[config.mk]
export PLATFORM = sky130hd
export DESIGN_NAME = signal_debounce
export DESIGN_NICKNAME = d
export VERILOG_FILES = /design/src/rtl/signal_pkg.sv /design/src/rtl/signal_debounce.sv
export SDC_FILE = /design/constraint.sdc
export NUM_CORES = 1
export LEC_CHECK = 0
export ABC_AREA = 1
export CAP_MARGIN = 5
export CORE_ASPECT_RATIO = 1.25
export CORE_MARGIN = 2
export CORE_UTILIZATION = 44
export CTS_CLUSTER_DIAMETER = 80
export DETAILED_ROUTE_END_ITERATION = 10
export GPL_TIMING_DRIVEN = 1
export SLEW_MARGIN = 20
export SYNTH_ARGS = -nofsm -noshare
export SYNTH_HDL_FRONTEND = slang
export SYNTH_SLANG_ARGS = --single-unit
[constraint.sdc]
create_clock -name clk -period 2.4 [get_ports clk]
set_clock_uncertainty 0.05 [all_clocks]
set_input_delay 0.48 -clock clk [delete_from_list [all_inputs] [get_ports clk]]
set_output_delay 0.48 -clock clk [all_outputs]
set_load 0.1 [all_outputs]
[src/rtl/signal_pkg.sv]
// Shared definitions for the debounce stage: FSM encoding and board-clock defaults.
package signal_pkg;

  typedef enum logic [1:0] {
    STABLE_LO = 2'b00,
    WAIT_HI   = 2'b01,
    STABLE_HI = 2'b11,
    WAIT_LO   = 2'b10
  } state_t;

  // 1 ms of stability at the 50 MHz board clock.
  localparam int unsigned DEFAULT_STABLE_CNT = 50000;
  localparam int unsigned DEFAULT_CNT_WIDTH  = 16;

endpackage

[src/rtl/signal_debounce.sv]
// Debounces a synchronised single-bit level and emits one-cycle rise/fall strobes
// once the new level has been held for STABLE_CNT consecutive samples.
module signal_debounce
  import signal_pkg::*;
#(
  parameter int unsigned CNT_WIDTH   = DEFAULT_CNT_WIDTH,
  parameter int unsigned STABLE_CNT  = DEFAULT_STABLE_CNT,
  parameter logic        RESET_LEVEL = 1'b0
) (
  input  logic clk,
  input  logic rst_n,
  input  logic sig_in,
  output logic sig_out,
  output logic rise,
  output logic fall,
  output logic busy
);

  localparam int unsigned     CW1         = CNT_WIDTH + 1;
  localparam logic [CW1-1:0]  TARGET      = CW1'(STABLE_CNT);
  localparam state_t          RESET_STATE = RESET_LEVEL ? STABLE_HI : STABLE_LO;
  localparam logic            INSTANT     = (STABLE_CNT == 1);

  state_t               state;
  logic [CNT_WIDTH-1:0] cnt;
  logic [CW1-1:0]       cnt_inc;

  // One extra bit so STABLE_CNT == 2^CNT_WIDTH is still reachable by the compare.
  assign cnt_inc = {1'b0, cnt} + CW1'(1);

  always_ff @(posedge clk or negedge rst_n) begin
    if (!rst_n) begin
      state   <= RESET_STATE;
      cnt     <= '0;
      sig_out <= RESET_LEVEL;
      rise    <= 1'b0;
      fall    <= 1'b0;
      busy    <= 1'b0;
    end else begin
      rise <= 1'b0;
      fall <= 1'b0;
      case (state)
        STABLE_LO: begin
          if (sig_in) begin
            if (INSTANT) begin
              state   <= STABLE_HI;
              sig_out <= 1'b1;
              rise    <= 1'b1;
            end else begin
              state <= WAIT_HI;
              cnt   <= CNT_WIDTH'(1);
              busy  <= 1'b1;
            end
          end
        end
        WAIT_HI: begin
          if (!sig_in) begin
            state <= STABLE_LO;
            cnt   <= '0;
            busy  <= 1'b0;
          end else if (cnt_inc == TARGET) begin
            state   <= STABLE_HI;
            cnt     <= '0;
            busy    <= 1'b0;
            sig_out <= 1'b1;
            rise    <= 1'b1;
          end else begin
            cnt <= cnt_inc[CNT_WIDTH-1:0];
          end
        end
        STABLE_HI: begin
          if (!sig_in) begin
            if (INSTANT) begin
              state   <= STABLE_LO;
              sig_out <= 1'b0;
              fall    <= 1'b1;
            end else begin
              state <= WAIT_LO;
              cnt   <= CNT_WIDTH'(1);
              busy  <= 1'b1;
            end
          end
        end
        WAIT_LO: begin
          if (sig_in) begin
            state <= STABLE_HI;
            cnt   <= '0;
            busy  <= 1'b0;
          end else if (cnt_inc == TARGET) begin
            state   <= STABLE_LO;
            cnt     <= '0;
            busy    <= 1'b0;
            sig_out <= 1'b0;
            fall    <= 1'b1;
          end else begin
            cnt <= cnt_inc[CNT_WIDTH-1:0];
          end
        end
        default: begin
          state   <= RESET_STATE;
          cnt     <= '0;
          sig_out <= RESET_LEVEL;
          busy    <= 1'b0;
        end
      endcase
    end
  end

endmodule

==> flow_summary.ini <==
[run_status]
outcome = complete, no violations

[die]
start_util = 0.4496
die_h_um = 70.12
num_rows = 24
core_area_sq_um = 3423
dieWidth_um = 56.90
dieArea_sq_um = 3989
pin_count = 7

[power]
ir_drop_mv = 0.4884
power_mw = 1.121
powerDensity_nw_per_um2 = 657.8
leakagePower_nw = 0.7476

[cells_and_area]
diodes = 0
drive_above_1_share = 0.1991
multi_input_area_sq_um = 872.1
nFillCells = 347
seq_area_sq_um = 550.5
final_cell_count_no_fill = 255
fin_nets = 225
areaGrowthSynthToFinish_pct = 10.73

[timing]
max_freq_mhz = 489.8
maxSlewHeadroom = 0.7683
period_needed_ns = 2.041
drv_slew = 0
finalHoldViolations = 0
worst_pin_slew_ns = 0.3462
setup_viol = 0
fin_tns_setup_ns = 0
fin_crit_sh = 0.8506
rsz0062_at_grt = false

[drt]
first_pass_iters = 5
drc_errors = 0
via_per_inst = 5.192
drt_iter0_markers = 42
routed_wl_um = 3512
wl_per_cell_um = 13.77
vias = 1324
ant_nets = 0

[clock_network]
ctsHoldBuffers = 0
htreeDepth = 1
numCtsBuffers = 3
clock-sinks = 22
clkTransAtPathRegs_ns = 0.08
post_cts_buffers = 0
clock_path_buffers = 2
cts_tree = yes
cts-resized-gates = 0
cts_root_buf = clkbuf_8
clk_latency_ns = 0.27

[setup_path]
worstSetupStartpointType = flop
worstSetupPathType = reg2reg
path_common_cell = nand2_1
max_stage_delay_ns = 0.40
cp.arrival_ns = 2.14
crit_chain = ha_1 -> nand3_2 -> inv_2 -> nand2_1 -> nand2_1 -> nand3_1 -> nor2_1 -> nand2_1 -> nor2_2 -> nand2_4 -> nand2_4 -> o22ai_2
cp_slowest_cell = dfrtp_1
cp_max_fo = 10
cp-end-kind = flop
required_ns = 2.50

[placement]
dp_cells = 251
post-dp-hpwl_um = 2699
port_buffers = 6
gp_congestion = 0.8725

[global_routing]
grt_pass1_wl_um = 6237
grt_overflow_total = 0
antenna_found_initial = 0
grt_max_degree = 23
track_usage = 0.1989
grt_pass1_vias = 1363

[logic_synthesis]
syn-num-nets = 212
syn-instance-count = 204
synth-async-reset-ratio = 1.000
ys_seq_area_frac = 0.3577
ys_warn_count = 0
synth_seq_cells = 22
synth_ff_type = dfrtp_1
syn_area_per_cell_sq_um = 7.544
syn_area_sq_um = 1539
synth_edf_count = 0
ys_types = 26

[hold_path]
hp-class = reg2reg

[run]
drv_cap = 0
## metal layers
layer	up-vias	GRT usage	wire, um
met5	-	0	0
met4	0	0.05685	39
met3	4	0.01667	79
met2	18	0.3436	1765
met1	632	0.2627	1628
li1	670	-	-
## cells in the mapped netlist, types with 4 or more instances
master / count / area (sq um)
nor2_2: 7 / 43.79
nand2_2: 5 / 31.28
dfrtp_1: 22 / 550.5
inv_1: 27 / 101.4
nand4_1: 4 / 25.02
nand2_4: 4 / 45.04
o21ai_0: 8 / 40.04
nor2_1: 17 / 63.81
nand3_1: 19 / 95.09
o22ai_2: 7 / 87.58
ha_1: 5 / 62.56
nand2_1: 57 / 214.0
## sequential cells by signal, summed over array words and instances (netlist names)
signal / flops
state: 2
busy: 1
cnt: 16
fall: 1
sig_out: 1
rise: 1
## power by group
part           internal [mW]  switching [mW]  leakage [nW]
Combinational          0.126           0.275         0.420
Clock                  0.147           0.129        0.0288
Sequential             0.409          0.0359         0.299
Total                  0.682           0.439         0.748
## through the flow
step	util	setup WS (ns)	hold slack (ns)	cell area, sq um
floorplan	-	0.5973	0.1344	1539
global placement	0.4817	0.3545	0.4126	1649
detailed placement	0.4817	0.3084	0.4300	1649
CTS	0.4978	0.3308	0.4533	1704
global route	0.4978	0.1298	0.4807	1704
finish	0.4978	0.3586	0.4418	1704
## path summary, 6_finish.rpt
kind                        start       to  slack [ns]  depth (start not counted)
setup / recovery           cnt[1]  cnt[10]        0.36                         12
hold / removal               busy     busy        0.44                          2
setup reg to reg           cnt[1]  cnt[10]        0.36                         12
hold reg to reg              busy     busy        0.44                          2
max in group asynchronous   rst_n  sig_out        1.55                          2
min in group asynchronous   rst_n   cnt[7]        0.52                          2
## critical path: cells and delay by family, from the launching register on
family | cells | cell delay, ns
buffers and inverters | 1 | 0.13
adder cells (fa/ha/maj) | 1 | 0.23
flip-flops | 1 | 0.40
AO/OA/AOI/OAI | 1 | 0.09
AND/OR/NAND/NOR | 9 | 1.02
## cell families (layout without fill, tap and decap cells)
family | after synthesis | count (layout) | synth area share
and+or+nand+nor | 122 | 122 | 0.3829
buffers and inverters | 29 | 41 | 0.07561
DFF | 22 | 22 | 0.3577
AOI/OAI and AO/OA | 21 | 21 | 0.1098
adders and majority gates | 5 | 5 | 0.04065
xor gates and xnor gates | 5 | 5 | 0.03334
## placed cells by master, fill, tap and decap left out, types with 3 or more instances in the layout
cell type  instances
nand2_2            5
nor3_1             3
nor2_1            17
ha_1               5
inv_1             27
nand4_1            4
o21ai_0            8
clkbuf_8           4
o22ai_2            7
buf_4              7
xor2_1             3
nand3_1           19
nor2_2             7
nand2_1           57
dfrtp_1           22
nand2_4            4
## final cells by class
class / instances / area share
sequential: 22 / 0.3231
tap: 39 / 0.02863
multi-input combinational: 153 / 0.5117
timing repair buffer: 9 / 0.04258
inverter: 28 / 0.06167
clock buffer: 4 / 0.03231
Power figures use the tool's default switching activity.
==> RTL edit 1, RTL diff (same settings) <==
`RESET_LEVEL`: 1'b0 -> 1'b1.
--- a/src/rtl/signal_debounce.sv
+++ b/src/rtl/signal_debounce.sv
@@ -5,7 +5,7 @@
 #(
   parameter int unsigned CNT_WIDTH   = DEFAULT_CNT_WIDTH,
   parameter int unsigned STABLE_CNT  = DEFAULT_STABLE_CNT,
-  parameter logic        RESET_LEVEL = 1'b0
+  parameter logic        RESET_LEVEL = 1'b1
 ) (
   input  logic clk,
   input  logic rst_n,
Check against the original RTL: not equivalent (a bounded check fails within 4 cycles, from zero or initial values and one cycle with rst_n low).
==> RTL edit 1 against the unedited design <==
Sequential cell count stayed put. Power is 0.54% higher. Worst setup slack worse by 47 ps. Sequential power is 3% higher. Combinational power hardly changed. Wire length is 5.3% lower. Design area is 0.22% higher. Area after synthesis is 0.24% higher. Critical path type unchanged. Critical endpoint is now cnt[15]$_DFFE_PN0P_. Largest cell class unchanged.
==> RTL edit 1: results (changes against the unedited design) <==
Run status
  – Status: finished clean (unchanged)

Layout
  – # nets final: 225 (unchanged)
  – # fillers: 351 (was 347)
  – Ratio of cells with drive above 1 in the final layout: 0.213 (was 0.199)
  – Layout Cells excl Fill: 255 (unchanged)

Global route
  – Antenna violations before repair: 0 (unchanged)
  – Vias in the first global route: 1260 (was 1363)
  – Global-route usage over all layers: 0.186 (was 0.199)
  – Global-route wire length before repair: 5.79 mm (was 6.24 mm)

Worst setup path
  – Crit-path max FO: 10 (unchanged)
  – FF-to-FF End: cnt[15]$_DFFE_PN0P_ (was cnt[10]$_DFFE_PN0P_)
  – Reg2Reg Depth: 12 (unchanged)
  – R2r setup slk: 310 ps (was 360 ps)
  – Worst Setup SP: cnt[0]$_DFFE_PN0P_ (was cnt[1]$_DFFE_PN0P_)

Drt
  – Post-DR wirelength/cell: 13.0 um (was 13.8 um)
  – Via density: 5.18 (was 5.19)
  – First-pass DRT Iterations: 4 (was 5)
  – Iter 0 DRT Violations: 38 (was 42)

Placement
  – Post-DP HPWL: 2.62 mm (was 2.70 mm)
  – Port-buffer cells: 6 (unchanged)
  – RD Place Congestion: 0.890 (was 0.873)
  – DP Cell Count: 251 (unchanged)

Yosys
  – Most frequent cells after synthesis: nand2_1 (57), inv_1 (27), dfrtp_1 (19), nand3_1 (19), nor2_1 (17) (was nand2_1 (57), inv_1 (27), dfrtp_1 (22))
  – Sequential share of the synthesized area: 0.359 (was 0.358)
  – Syn Area/Cell: 7.56 um2 (was 7.54 um2)
  – Asr flop ratio synth: 1.00 (unchanged)
  – Syn nets: 212 (unchanged)
  – Cell variety after synth: 27 (was 26)
  – Synth area leaders: dfrtp_1 (31%), nand2_1 (14%), inv_1 (6.6%) (was dfrtp_1 (36%), nand2_1 (14%), inv_1 (6.6%))
  – Syn. warnings: 0 (unchanged)

Timing
  – Worst-Margin Slew: 324 ps (was 346 ps)
  – Count of pins over their slew limit: 0 (unchanged)

CTS
  – Clock root cell: clkbuf_8 (unchanged)
  – Post-CTS Setup Bufs: 0 (unchanged)
  – Clk Latency, worst-skew pair: 270 ps (about the same)
  – CTS HTree Levels: 1 (unchanged)
  – Cts repair resizes: 0 (unchanged)

Power and ir drop
  – Maximum VDD drop: 0.000716 V (was 0.000488 V)
  – Sw Ratio: 0.387 (was 0.392)
  – Leak pwr: 0.740 nW (was 0.748 nW)

Hold path
  – Hold wc startpoint: sig_out$_DFFE_PN1P_ (was busy$_DFFE_PN0P_)
  – Min-Delay Path Class: flop to flop (unchanged)
  – Hold Path Depth: 2 (unchanged)
  – Hold EP: sig_out$_DFFE_PN1P_ (was busy$_DFFE_PN0P_)
==> RTL edit 1: cell types whose count changed in the layout (fill, tap and decap cells not counted), sizes merged <==
cell	delta
dfrtp	-3
dfstp	+3
==> RTL edit 1: area by class of cell <==
type	instances	area, um2	area share
timing repair buffer	9	72.6	0.0425
tap	39	48.8	0.0286
multi-input combinational	153	872	0.511
sequential	22	554	0.325
clock buffer	4	55.1	0.0322
inverter	28	105	0.0615
==> RTL edit 1: power by group through the flow <==
stage | registers [mW] | clock network, mW | logic, mW
after floorplan | 0.519 | 0 | 0.251
after global placement | 0.461 | 0 | 0.403
after detailed placement | 0.465 | 0 | 0.405
after CTS | 0.458 | 0.286 | 0.406
after global routing | 0.464 | 0.294 | 0.456
final | 0.457 | 0.270 | 0.401
==> RTL edit 1: cells by family (layout without fill, tap and decap cells) <==
group                    after synthesis  after routing  synth area share
AND/OR/NAND/NOR                      122            122             0.382
XOR/XNOR                               5              5            0.0333
flip-flops                            22             22             0.359
buffers and inverters                 29             41            0.0754
AO/OA/AOI/OAI                         21             21             0.109
adder cells (fa/ha/maj)                5              5            0.0406
==> RTL edit 1: worst max path at each step <==
stage	to	slack (ps)	depth (start not counted)
global placement	cnt[5]$_DFFE_PN0P_	340	8
finish	cnt[15]$_DFFE_PN0P_	310	12
floorplan	busy$_DFFE_PN0P_	600	14
global route	cnt[15]$_DFFE_PN0P_	50	12
CTS	cnt[15]$_DFFE_PN0P_	320	12
detailed placement	cnt[5]$_DFFE_PN0P_	310	8
==> RTL edit 1: routing by layer <==
layer  wire (um)  share of wire  track usage
met5           0              0            0
met4          70          0.021       0.0646
met3         109          0.033       0.0185
met2        1660           0.50        0.318
met1        1480           0.45        0.241
==> RTL edit 1: metrics by stage <==
stage	worst slack, ps	area [um2]	hold slack, ps
final	311	1710	428
after global routing	45.1	1710	459
after CTS	318	1710	429
after detailed placement	311	1650	411
after global placement	338	1650	402
after floorplan	597	1540	134
==> RTL edit 1: critical path: stages (launching register included) <==
cell and delay (ps):
dfrtp_1 410, ha_1 240, nand3_2 130, inv_2 130
nand2_1 60, nand2_1 100, nand3_1 80, nor2_1 170
nand2_1 80, nor2_2 120, nand2_4 120, nand2_4 180
o22ai_2 80
==> RTL edit 2, RTL diff (config.mk and constraints unchanged) <==
Without the edit above. Register the output `rise` once more, cleared by the reset; this adds one clock of latency there. The other outputs are not delayed to match. Comments in the files are not updated.
--- a/src/rtl/signal_debounce.sv
+++ b/src/rtl/signal_debounce.sv
@@ -21,6 +21,8 @@
   localparam state_t          RESET_STATE = RESET_LEVEL ? STABLE_HI : STABLE_LO;
   localparam logic            INSTANT     = (STABLE_CNT == 1);
 
+  logic rise_s0;
+
   state_t               state;
   logic [CNT_WIDTH-1:0] cnt;
   logic [CW1-1:0]       cnt_inc;
@@ -33,11 +35,11 @@
       state   <= RESET_STATE;
       cnt     <= '0;
       sig_out <= RESET_LEVEL;
-      rise    <= 1'b0;
+      rise_s0 <= 1'b0;
       fall    <= 1'b0;
       busy    <= 1'b0;
     end else begin
-      rise <= 1'b0;
+      rise_s0 <= 1'b0;
       fall <= 1'b0;
       case (state)
         STABLE_LO: begin
@@ -45,7 +47,7 @@
             if (INSTANT) begin
               state   <= STABLE_HI;
               sig_out <= 1'b1;
-              rise    <= 1'b1;
+              rise_s0 <= 1'b1;
             end else begin
               state <= WAIT_HI;
               cnt   <= CNT_WIDTH'(1);
@@ -63,7 +65,7 @@
             cnt     <= '0;
             busy    <= 1'b0;
             sig_out <= 1'b1;
-            rise    <= 1'b1;
+            rise_s0 <= 1'b1;
           end else begin
             cnt <= cnt_inc[CNT_WIDTH-1:0];
           end
@@ -106,5 +108,13 @@
     end
   end
 
+  always_ff @(posedge clk or negedge rst_n) begin
+    if (!rst_n) begin
+      rise <= '0;
+    end else begin
+      rise <= rise_s0;
+    end
+  end
+
 endmodule
 
Check against the original RTL: no difference found for any inputs over 10 cycles, from zero or initial values and one cycle with rst_n low; that may be too few to reach the edited logic, so the function may still have changed.
==> RTL edit 2 against the unedited design <==
Area after synthesis rose by 5.6%. Design area rose by 4.0%. Combinational power rose by 17%. Power rose by 5.5%. Worst setup slack got worse by 53 ps. Maximum frequency fell by 2.5%. Critical path type unchanged. Wire length fell by 2.1%. Sequential cell count rose by 1.
==> RTL edit 2: results (changes against the unedited design) <==
Drt
  – Via density: 5.23 (was 5.19)
  – Post-DR wirelength/cell: 12.6 um (was 13.8 um)
  – First-pass DRT Iterations: 4 (was 5)
  – Iter 0 DRT Violations: 55 (was 42)
  – Met3 WL: 61 um (was 79 um)
  – Routed wl met2: 1.73 mm (was 1.77 mm)

Yosys
  – Synth area leaders: dfrtp_1 (35%), nand2_1 (18%), o22ai_2 (7.7%) (was dfrtp_1 (36%), nand2_1 (14%), inv_1 (6.6%))
  – Most frequent cells after synthesis: nand2_1 (76), inv_1 (28), dfrtp_1 (23) (was nand2_1 (57), inv_1 (27), dfrtp_1 (22))
  – Synth Area in XOR/XNOR: 0 (was 0.0333)
  – Complex-gate fraction of the synthesized area: 0.123 (was 0.110)
  – Post-Synth Adder-Cell Area: 0.0385 (was 0.0407)
  – Cell variety after synth: 24 (was 26)
  – Syn nets: 231 (was 212)

Power and ir drop
  – Maximum VDD drop: 0.000863 V (was 0.000488 V)
  – Leak pwr: 0.775 nW (was 0.748 nW)

Layout
  – Ratio of cells with drive above 1 in the final layout: 0.162 (was 0.199)
  – Multi-input logic area: 913 um2 (was 872 um2)

Hold path
  – Hold wc startpoint: rise_s0$_DFF_PN0_ (was busy$_DFFE_PN0P_)
  – Hold Path Depth: 0 (was 2)

Global route
  – Global-route usage over all layers: 0.187 (was 0.199)
  – Global-route wire length before repair: 6.15 mm (was 6.24 mm)

Worst setup path
  – Crit path DAT: 2210 ps (was 2140 ps)
  – FF-to-FF End: state[0]$_DFFE_PN0P_ (was cnt[10]$_DFFE_PN0P_)
  – Crit-path max FO: 17 (was 10)
  – Reg2Reg Depth: 14 (was 12)

Timing
  – Fin Hold WS: 314 ps (was 442 ps)

Placement
  – Placed Area: 1730 um2 (was 1650 um2)
  – DP Worst Slack: 310 ps (was 308 ps)
  – RD Place Congestion: 0.821 (was 0.873)

Run status
  – Status: finished clean (unchanged)
RTL edit 2: cell types whose count changed after synthesis, moves of 2 or more:
cell,unedited run,this run
o21ai_0,8,5
nor2_1,17,19
clkbuf_1,0,2
nor2_2,7,4
nand2_1,57,76
xor2_1,3,0
nand2_4,4,1
o22ai_1,1,3
nand4_1,4,8
o22ai_2,7,10
RTL edit 2: cells by family (layout without fill, tap and decap cells):
kind of cell	count (synthesis)	in the layout
and+or+nand+nor	140	140
buffers and inverters	32	43
AOI/OAI and AO/OA	23	23
DFF	23	23
adders and majority gates	5	5
RTL edit 2: critical path: stages, from the launching register on:
cell and delay (ps):
dfrtp_1 410, ha_1 220, nand2_2 90, nor2_4 170, nand2_2 90, nor2_2 110, nand3_1 70, nand2_1 100
nand2_1 70, nor2_2 150, nand2_4 100, nand2_8 160, nand2_2 80, nand2_1 60, nand2_1 50
RTL edit 2: layer usage:
layer  vias to the layer above  track usage
met1                       665        0.245
met4                         0       0.0465
li1                        745            -
met3                         4       0.0214
met5                         -            0
met2                        14        0.327
RTL edit 2: worst max path at each step:
stage	startpoint	endpoint	slack (ps)
6_report	cnt[1]$_DFFE_PN0P_	state[0]$_DFFE_PN0P_	310
5_1_grt	cnt[1]$_DFFE_PN0P_	busy$_DFFE_PN0P_	100
4_1_cts	cnt[1]$_DFFE_PN0P_	state[0]$_DFFE_PN0P_	290
3_5_place_dp	cnt[0]$_DFFE_PN0P_	state[0]$_DFFE_PN0P_	310
3_3_place_gp	cnt[0]$_DFFE_PN0P_	state[1]$_DFFE_PN0P_	350
2_1_floorplan	cnt[0]$_DFFE_PN0P_	cnt[14]$_DFFE_PN0P_	520
RTL edit 2: area by class of cell:
| type | count | area share |
|---|---|---|
| Inverter | 29 | 0.0614 |
| Clock buffer | 3 | 0.0233 |
| Sequential cell | 23 | 0.325 |
| Timing Repair Buffer | 10 | 0.0452 |
| Tap cell | 39 | 0.0275 |
| Clock inverter | 1 | 0.00282 |
| Multi-Input combinational cell | 168 | 0.515 |
RTL edit 2: per-stage QoR:
| stage | total power [mW] | std cells |
|---|---|---|
| finish | 1.18 | 273 |
| detailed placement | 0.944 | 269 |
| CTS | 1.20 | 273 |
| floorplan | 0.839 | 223 |
| global placement | 0.940 | 269 |
| global route | 1.27 | 273 |
RTL edit 2: power breakdown:
part	switching, mW	internal [mW]
logic	0.327	0.143
registers	0.0382	0.426
clock network	0.133	0.116
